==> config.mk <==
export PLATFORM = sky130hd
export DESIGN_NAME = dut_frame_arbiter
export DESIGN_NICKNAME = d
export VERILOG_FILES = /design/src/rtl/dut_arb_pkg.sv /design/src/rtl/dut_rr_picker.sv /design/src/rtl/dut_frame_arbiter.sv
export SDC_FILE = /design/constraint.sdc
export NUM_CORES = 1
export LEC_CHECK = 0
export BUFFER_PORTS_ARGS = -buffer_cell sky130_fd_sc_hd__clkbuf_2
export CORE_UTILIZATION = 35
export DETAILED_ROUTE_END_ITERATION = 12
export PLACE_DENSITY = 0.68
export SLEW_MARGIN = 0
export SYNTH_ARGS = -nofsm -noshare
export SYNTH_HDL_FRONTEND = slang
export SYNTH_SLANG_ARGS = --single-unit
==> constraint.sdc <==
create_clock -name clk -period 4.2 [get_ports clk]
set_input_delay 0.63 -clock clk [delete_from_list [all_inputs] [get_ports clk]]
set_output_delay 0.63 -clock clk [all_outputs]
set_load 0.02 [all_outputs]
==> src/rtl/dut_arb_pkg.sv <==
// Shared types and helpers for the frame-aware round-robin arbiter.
//   arb_state_e : arbiter FSM state (IDLE = no frame open, LOCKED = frame open)
//   rr_next     : round-robin pointer increment, wrapping at num_if
package dut_arb_pkg;

  typedef enum logic {
    ARB_IDLE   = 1'b0,
    ARB_LOCKED = 1'b1
  } arb_state_e;

  // num_if is always a power of two here, so the modulo reduces to a wrap.
  function automatic int unsigned rr_next(input int unsigned ptr, input int unsigned num_if);
    return (ptr + 1) % num_if;
  endfunction

endpackage

==> src/rtl/dut_rr_picker.sv <==
// Combinational round-robin picker.
//   req     in  NUM_IF    request vector
//   ptr     in  ID_WIDTH  highest-priority index for this pick
//   gnt_id  out ID_WIDTH  first requesting index at or after ptr (mod NUM_IF)
//   gnt_any out 1         any request present (gnt_id is don't-care otherwise)
module dut_rr_picker #(
  parameter int ID_WIDTH = 2,
  parameter int NUM_IF   = 4
) (
  input  logic [NUM_IF-1:0]   req,
  input  logic [ID_WIDTH-1:0] ptr,
  output logic [ID_WIDTH-1:0] gnt_id,
  output logic                gnt_any
);

  logic [2*NUM_IF-1:0] dbl;
  logic [NUM_IF-1:0]   rot;
  logic [ID_WIDTH-1:0] idx;

  // Rotate so ptr lands on bit 0, pick the lowest set bit, then un-rotate
  // by adding ptr back (wraps naturally in ID_WIDTH bits).
  always_comb begin
    dbl = {req, req} >> ptr;
    rot = dbl[NUM_IF-1:0];
    idx = '0;
    for (int i = NUM_IF - 1; i >= 0; i--) begin
      if (rot[i]) idx = ID_WIDTH'(i);
    end
  end

  assign gnt_id  = idx + ptr;
  assign gnt_any = |req;

endmodule

==> src/rtl/dut_frame_arbiter.sv <==
// Frame-aware round-robin arbiter feeding the 18x18 math wrapper.
// Merges NUM_IF valid/ready beat streams into one registered output stream
// tagged with the source ID. Once a frame's first beat is accepted the grant
// stays with that source until its last beat, so frames never interleave.
//   clk, nreset        clock, asynchronous active-low reset
//   in_data            NUM_IF*DATA_WIDTH, interface i at [i*DATA_WIDTH +: DATA_WIDTH]
//   in_last/in_valid   per-interface frame-last / beat-valid
//   in_ready           per-interface accept, one-hot or zero
//   out_data*          registered arbitrated beat, source id, last, valid
//   out_data_ready     downstream accept
module dut_frame_arbiter
  import dut_arb_pkg::*;
#(
  parameter int  DATA_WIDTH            = 36,  // >= 36: carries two 18-bit operands
  parameter int  IN_INTERFACE_ID_WIDTH = 2,
  localparam int NUM_IF                = 2 ** IN_INTERFACE_ID_WIDTH,
  localparam int ID_WIDTH              = IN_INTERFACE_ID_WIDTH
) (
  input  logic                         clk,
  input  logic                         nreset,
  input  logic [NUM_IF*DATA_WIDTH-1:0] in_data,
  input  logic [NUM_IF-1:0]            in_last,
  input  logic [NUM_IF-1:0]            in_valid,
  output logic [NUM_IF-1:0]            in_ready,
  output logic [DATA_WIDTH-1:0]        out_data,
  output logic [ID_WIDTH-1:0]          out_data_source_id,
  output logic                         out_data_last,
  output logic                         out_data_valid,
  input  logic                         out_data_ready
);

  arb_state_e            state, state_nxt;
  logic [ID_WIDTH-1:0]   owner, rr_ptr, pick_id, sel;
  logic                  pick_any, load_en, xfer, sel_last;
  logic [DATA_WIDTH-1:0] sel_data;

  dut_rr_picker #(.ID_WIDTH(ID_WIDTH), .NUM_IF(NUM_IF)) u_pick (
    .req     (in_valid),
    .ptr     (rr_ptr),
    .gnt_id  (pick_id),
    .gnt_any (pick_any)
  );

  // Output register can take a new beat when empty or draining this cycle.
  assign load_en  = !out_data_valid || out_data_ready;
  assign sel      = (state == ARB_LOCKED) ? owner : pick_id;
  assign sel_data = in_data[sel*DATA_WIDTH +: DATA_WIDTH];
  assign sel_last = in_last[sel];
  assign xfer     = in_valid[sel] && in_ready[sel];

  // State register
  always_ff @(posedge clk or negedge nreset) begin
    if (!nreset) state <= ARB_IDLE;
    else         state <= state_nxt;
  end

  // Next-state logic
  always_comb begin
    state_nxt = state;
    case (state)
      ARB_IDLE:   if (xfer && !sel_last) state_nxt = ARB_LOCKED;
      ARB_LOCKED: if (xfer &&  sel_last) state_nxt = ARB_IDLE;
      default:    state_nxt = ARB_IDLE;
    endcase
  end

  // Output decode: while LOCKED the owner keeps ready even if it drops valid,
  // which keeps everyone else blocked until its last beat. Gated by nreset so
  // no source sees a beat accepted while the arbiter is held in reset.
  always_comb begin
    in_ready = '0;
    if (nreset && load_en && (state == ARB_LOCKED || pick_any)) in_ready[sel] = 1'b1;
  end

  // Owner is captured on a frame's first beat; the pointer advances past the
  // source whose frame just closed.
  always_ff @(posedge clk or negedge nreset) begin
    if (!nreset) begin
      owner  <= '0;
      rr_ptr <= '0;
    end else if (xfer) begin
      if (state == ARB_IDLE && !sel_last) owner <= sel;
      if (sel_last) rr_ptr <= ID_WIDTH'(rr_next(32'(sel), NUM_IF));
    end
  end

  // Output register: refill on xfer, otherwise drain on ready; payload holds.
  always_ff @(posedge clk or negedge nreset) begin
    if (!nreset) begin
      out_data           <= '0;
      out_data_source_id <= '0;
      out_data_last      <= 1'b0;
      out_data_valid     <= 1'b0;
    end else if (xfer) begin
      out_data           <= sel_data;
      out_data_source_id <= sel;
      out_data_last      <= sel_last;
      out_data_valid     <= 1'b1;
    end else if (out_data_ready) begin
      out_data_valid     <= 1'b0;
    end
  end

endmodule
; After elaboration in Yosys (flattened, before gate mapping)
; Cells that the tools add are included.
[totals]
elab_cells = 49
ramBits = 0
output_inout_bits = 44
romBits = 0
latchBits = 0
memories = 0
in_bits = 155
reg_bits = 45
[op_classes]
n_reduce_logical = 15
shift = 2
n_addsub = 2
mul = 1
n_bitwise = 1
magnitude_cmp = 2
div_mod_pow = 0
n_mux = 19
n_eq_ne = 0
[ops]
columns = operator, n
row1 = 144-bit by 9-bit indexed part select with 36-bit output, 1
row2 = 2-bit 2-to-1 mux, 5
row3 = 1-bit 2-to-1 mux, 8
row4 = 8-bit by 2-bit right shift with 4-bit output, 1
row5 = 1-bit logical AND, 7
row6 = 1-bit binary-select mux with 2-bit select, 3
row7 = "2-bit by 4-bit multiplier with 6-bit output, second input constant", 1
row8 = 4-bit 2-to-1 mux, 1
row9 = 2-bit AND reduction, 2
row10 = 4-bit OR reduction, 1
row11 = "2-bit by 3-bit less-than comparator with 1-bit output, second input constant", 1
row12 = "2-bit by 1-bit adder with 2-bit output, second input constant", 1
row13 = 2-bit adder, 1
row14 = 1-bit demux with 2-bit select, 1
row15 = "2-bit by 1-bit >= comparator with 1-bit output, second input constant", 1
row16 = 1-bit zero test, 2
row17 = 1-bit logical OR, 2
row18 = 1-bit one-hot mux with 2 select lines, 1
row19 = 2-bit nonzero test, 1
row20 = 1-bit inverter, 1

; Longest topological paths before layout
[logic_depth]
depth_word = 18
ltp_mapped = 17
depth_no_buf = 14

; Cells and area by module
; A second synthesis with hierarchy kept.
[hier_totals]
hier_cells = 403
hier_area_um2 = 3128.0
[modules_own_cells]
columns = mod, n_inst, area_each_um2, seq_area_each_um2, cells_per_inst
row1 = dut_frame_arbiter, 1, 2949.1, 1126.1, 376
row2 = dut_rr_picker, 1, 178.9, 0.0, 27

; Least setup slack after synthesis
; OpenSTA, ideal clock, no wires.
[synth_timing]
path_kind = input to output
start = in in_valid[0]
end = out in_ready[2]
n_path_buf = 3
path_stages = 11
required_ns = 3.570
path_slack_ns = 0.803
t_arrival_ns = 2.767
path_cell_list = inv_1 > o21ai_0 > a21oi_1 > nor3_1 > a21oi_1 > ha_1 > mux2_2 > clkbuf_1 > clkbuf_1 > clkbuf_1 > nor3_1
[synth_via]
elab_chain_cells = 12
word_cells_on_any_way = 16
cone_classes = add/sub (1) / order compare (2) / shift (1) / mux (8) / reduce/logical (4)
[synth_lines]
columns = element, line_no
row1 = from (decl), dut_frame_arbiter.sv:23  ; input logic [NUM_IF-1:0] in_valid,
row2 = 8-bit by 2-bit right shift with 4-bit output, dut_rr_picker.sv:23  ; dbl = {req, req} >> ptr;
row3 = 2-bit 2-to-1 mux (4 in series), dut_rr_picker.sv:27  ; if (rot[i]) idx = ID_WIDTH'(i);
row4 = 2-bit adder, dut_rr_picker.sv:31  ; assign gnt_id = idx + ptr;
row5 = 2-bit 2-to-1 mux, dut_frame_arbiter.sv:46  ; assign sel = (state == ARB_LOCKED) ? owner : pick_id;
row6 = 2-bit by 3-bit less-than comparator with 1-bit output (not written as such) or 2-bit by 1-bit >= comparator with 1-bit output (tied branches), dut_frame_arbiter.sv:72  ; if (nreset && load_en && (state == ARB_LOCKED || pick_any)) in_ready[sel] = 1'b1;
row7 = 1-bit logical AND (not written as such), dut_frame_arbiter.sv:72
row8 = 1-bit 2-to-1 mux (not written as such), dut_frame_arbiter.sv:72
row9 = 1-bit demux with 2-bit select, dut_frame_arbiter.sv:72
row10 = 4-bit 2-to-1 mux (*), dut_frame_arbiter.sv:72
row11 = to (decl), dut_frame_arbiter.sv:24  ; output logic [NUM_IF-1:0] in_ready,
; Every way passes the cells marked *; elsewhere a longest branch is shown, timed or not.

; Final worst setup path
[layout_timing]
start = reg rr_ptr[1]
end = out in_ready[1]
[layout_via]
elab_chain_cells = 12
word_cells_on_any_way = 13
cone_classes = add/sub (1) / order compare (2) / shift (1) / mux (8) / reduce/logical (1)
[layout_lines]
columns = element, line_no
row1 = from (decl), dut_frame_arbiter.sv:33  ; logic [ID_WIDTH-1:0] owner, rr_ptr, pick_id, sel;
row2 = from (signal assigned), dut_frame_arbiter.sv:83  ; if (sel_last) rr_ptr <= ID_WIDTH'(rr_next(32'(sel), NUM_IF));
row3 = 8-bit by 2-bit right shift with 4-bit output, dut_rr_picker.sv:23
row4 = 2-bit 2-to-1 mux (4 in series), dut_rr_picker.sv:27
row5 = 2-bit adder (*), dut_rr_picker.sv:31
row6 = 2-bit 2-to-1 mux (*), dut_frame_arbiter.sv:46
row7 = 2-bit by 3-bit less-than comparator with 1-bit output (not written as such) or 2-bit by 1-bit >= comparator with 1-bit output (tied branches), dut_frame_arbiter.sv:72
row8 = 1-bit logical AND (not written as such), dut_frame_arbiter.sv:72
row9 = 1-bit 2-to-1 mux (not written as such), dut_frame_arbiter.sv:72
row10 = 1-bit demux with 2-bit select (*), dut_frame_arbiter.sv:72
row11 = 4-bit 2-to-1 mux (*), dut_frame_arbiter.sv:72
; Marked as above.

==> impl_metrics.tcl <==
set metrics [dict create \
    irDropWorstVdd_mv 0.389 \
    core-area_um2 8380 \
    synth.area.top_cells "dfrtp_1 (36%), a311oi_1 (10%), nand2_1 (9.3%)" \
    synth_area_per_cell_um2 8.44 \
    grt_usage 0.189 \
    min_period_ns 3.50 \
    synthTopCellsByCount "nand2_1 (77), dfrtp_1 (45), and2_1 (37)" \
    synthCells 368 \
    start_util 0.370 \
    cp_max_fo 29 \
    ys_seq_elements 45 \
    setup_viol 0 \
    synth-seq-area-share 0.363 \
    power_density_nw_per_um2 835 \
    startpoint "rr_ptr[1]" \
    power.total_mw 3.55 \
    die_h_um 96.2 \
    hpwl_um 6940 \
    tns_ns 0 \
    cts_buffers 5 \
    synth_largest_area_cell "dfrtp_1" \
    gp_congestion 0.867 \
    max_freq_mhz 286 \
    cp.arrival_ns 2.87 \
    antenna_left 0 \
    die_w_um 96.2 \
    path_delay_family "buffers and inverters" \
    synth_nets 524 \
    area_growth_pct 36.8 \
    start_kind "flop" \
    cts_buffer_depth 2 \
    avgViaCountPerCell 5.31 \
    nFillCells 843 \
    min_path_type "in2async" \
    finalWorstSetupSlack_ns 0.702 \
    synth_cell_types 39 \
    pin_count 199 \
    hold_buffers 0 \
    insertion_delay_ns 0.29 \
    async_flop_share 1.00 \
    cp.buffers_inverters 3 \
    yosys_warnings 0 \
    fin_area_um2 4250 \
    path_class "reg2out" \
    syn_area_um2 3100 \
    drt_iter0_drc 116 \
    skew_ns 0.00755 \
    n_antenna_cell 0 \
    io_buffers 198 \
    clock-root-buffer "clkbuf_8" \
    synth-main-ff-cell "dfrtp_1" \
    wl_per_cell_um 14.2 \
    leakage_nw 2.33 \
    clk_pin_slew_ns 0.08 \
    grt_setup_unrepaired "no" \
    final_nets 702 \
    post-route-drc-count 0 \
    clkSinkCount 45 \
    grt_overflow 0 \
    outcome "complete, no violations" \
    ctsResizeCount 0 \
    htree_levels 2 \
    hold_viol 0 \
    grt_max_degree 54 \
    dieArea_um2 9250 \
    cpMostUsedCell "a21oi_1" \
    yosys.area.top_type_share 0.363 \
    routed_wirelength_um 9280 \
    place_ws_ns 0.619 \
    cpMaxStageDelayCell "dfrtp_1" \
    drv_cap 0 \
    final_max_slew_viol_count 0 \
    fin_crit_sh 0.833 \
    endpoint_kind "primary output" \
    synth_edf_count 0 \
    dr_total_vias 3461 \
    fp-row-count 33 \
    max_stage_delay_ns 0.46 \
    path_cells "inv_1, nand2_1, a21oi_1, nor2_1, a21oi_1, a21oi_1, ha_1, mux2i_4, buf_4, nor2_1, and2_1, clkbuf_2" \
    rr_startpoint "rr_ptr[1]" \
    grt_pass1_wl_um 13700 \
    r2r_setup_slack_ns 0.87 \
    post-route-util 0.507 \
    stdcell_count 652 \
    firstDrtPassIters 4 \
    post_cts_buffers 0 \
    tightest_slew_ns 0.586 \
    cts_tree "done" \
    cp.required_ns 3.57 \
    synth_most_common_cell "nand2_1" \
    grt_pass1_vias 3050 \
    hold_ws_ns 0.476 \
    placed_area_um2 4160 \
    antenna_found_initial 0 \
    slew_headroom 0.609 \
    numPlacedInstances 644 \
    drive_above_1_share 0.399 \
]
-- worst register-to-register path: stages, from the launching register on --
cell,delay (ns)
dfrtp_1,0.46
inv_1,0.15
nand2_1,0.08
a21oi_1,0.16
nor2_1,0.06
a21oi_1,0.12
a21oi_1,0.08
ha_1,0.35
mux2_2,0.44
nor2_1,0.09
a21oi_1,0.19
nor2_1,0.11
mux2i_4,0.20
buf_4,0.43
a311oi_1,0.13
a21o_1,0.18
-- path summary, 6_finish.rpt --
kind,end,cells past startpoint
min in group clk,out_data[31],1
worst max register to register,out_data[9],15
worst min register to register,out_data[31],1
max in group asynchronous,owner[1],2
worst max-delay path,in_ready[1],12
worst min-delay path,out_data[29],2
-- placed cells by master, fill, tap and decap left out, types with 2 or more instances in the layout --
cell type,count
a211oi_1,36
a21o_1,36
a21oi_1,6
a311oi_1,36
and2_1,37
buf_4,8
clkbuf_2,198
clkbuf_8,5
clkinv_2,2
dfrtp_1,45
inv_1,5
mux2_1,3
mux2i_1,6
mux2i_4,2
nand2_1,77
nand2b_1,4
nor2_1,9
nor2b_1,2
nor3_1,4
o211ai_1,2
o21ai_0,3
or4_1,2
-- cell families after synthesis --
group                    synth area share
buffers and inverters              0.0524
multiplexers                       0.0415
XOR/XNOR                          0.00282
flip-flops                          0.363
adder cells (fa/ha/maj)           0.00403
AO/OA/AOI/OAI                       0.319
AND/OR/NAND/NOR                     0.217
-- layout make-up --
cell class,instances,area (µm²),share of cell area
well taps,105,131,0.0309
flip-flops and latches,45,1130,0.265
inverters,5,18.8,0.00442
multi-input cells,283,1840,0.433
clock buffers,6,72.6,0.0171
repair buffers,206,1050,0.247
clock inverters,2,10.0,0.00236
-- power breakdown --
part / internal, mW / total (mW) / switching (mW)
registers: 0.657 / 0.802 / 0.145
clock network: 0.116 / 0.258 / 0.142
logic: 0.935 / 2.49 / 1.55
-- layer usage --
| metal | share of wire | GRT usage | vias up | routed length (µm) |
|---|---|---|---|---|
| li1 | - | - | 1703 | - |
| met1 | 0.42 | 0.227 | 1600 | 3910 |
| met2 | 0.50 | 0.345 | 144 | 4610 |
| met3 | 0.067 | 0.0284 | 14 | 624 |
| met4 | 0.014 | 0.0585 | 0 | 133 |
| met5 | 0 | 0 | - | 0 |
-- sequential cells by signal, summed over array words and instances (netlist names), named ones only --
name / cells
out_data: 36
out_data_source_id: 2
owner: 2
rr_ptr: 2
out_data_last: 1
out_data_valid: 1
Note: power is estimated with default switching activity, not from simulation.
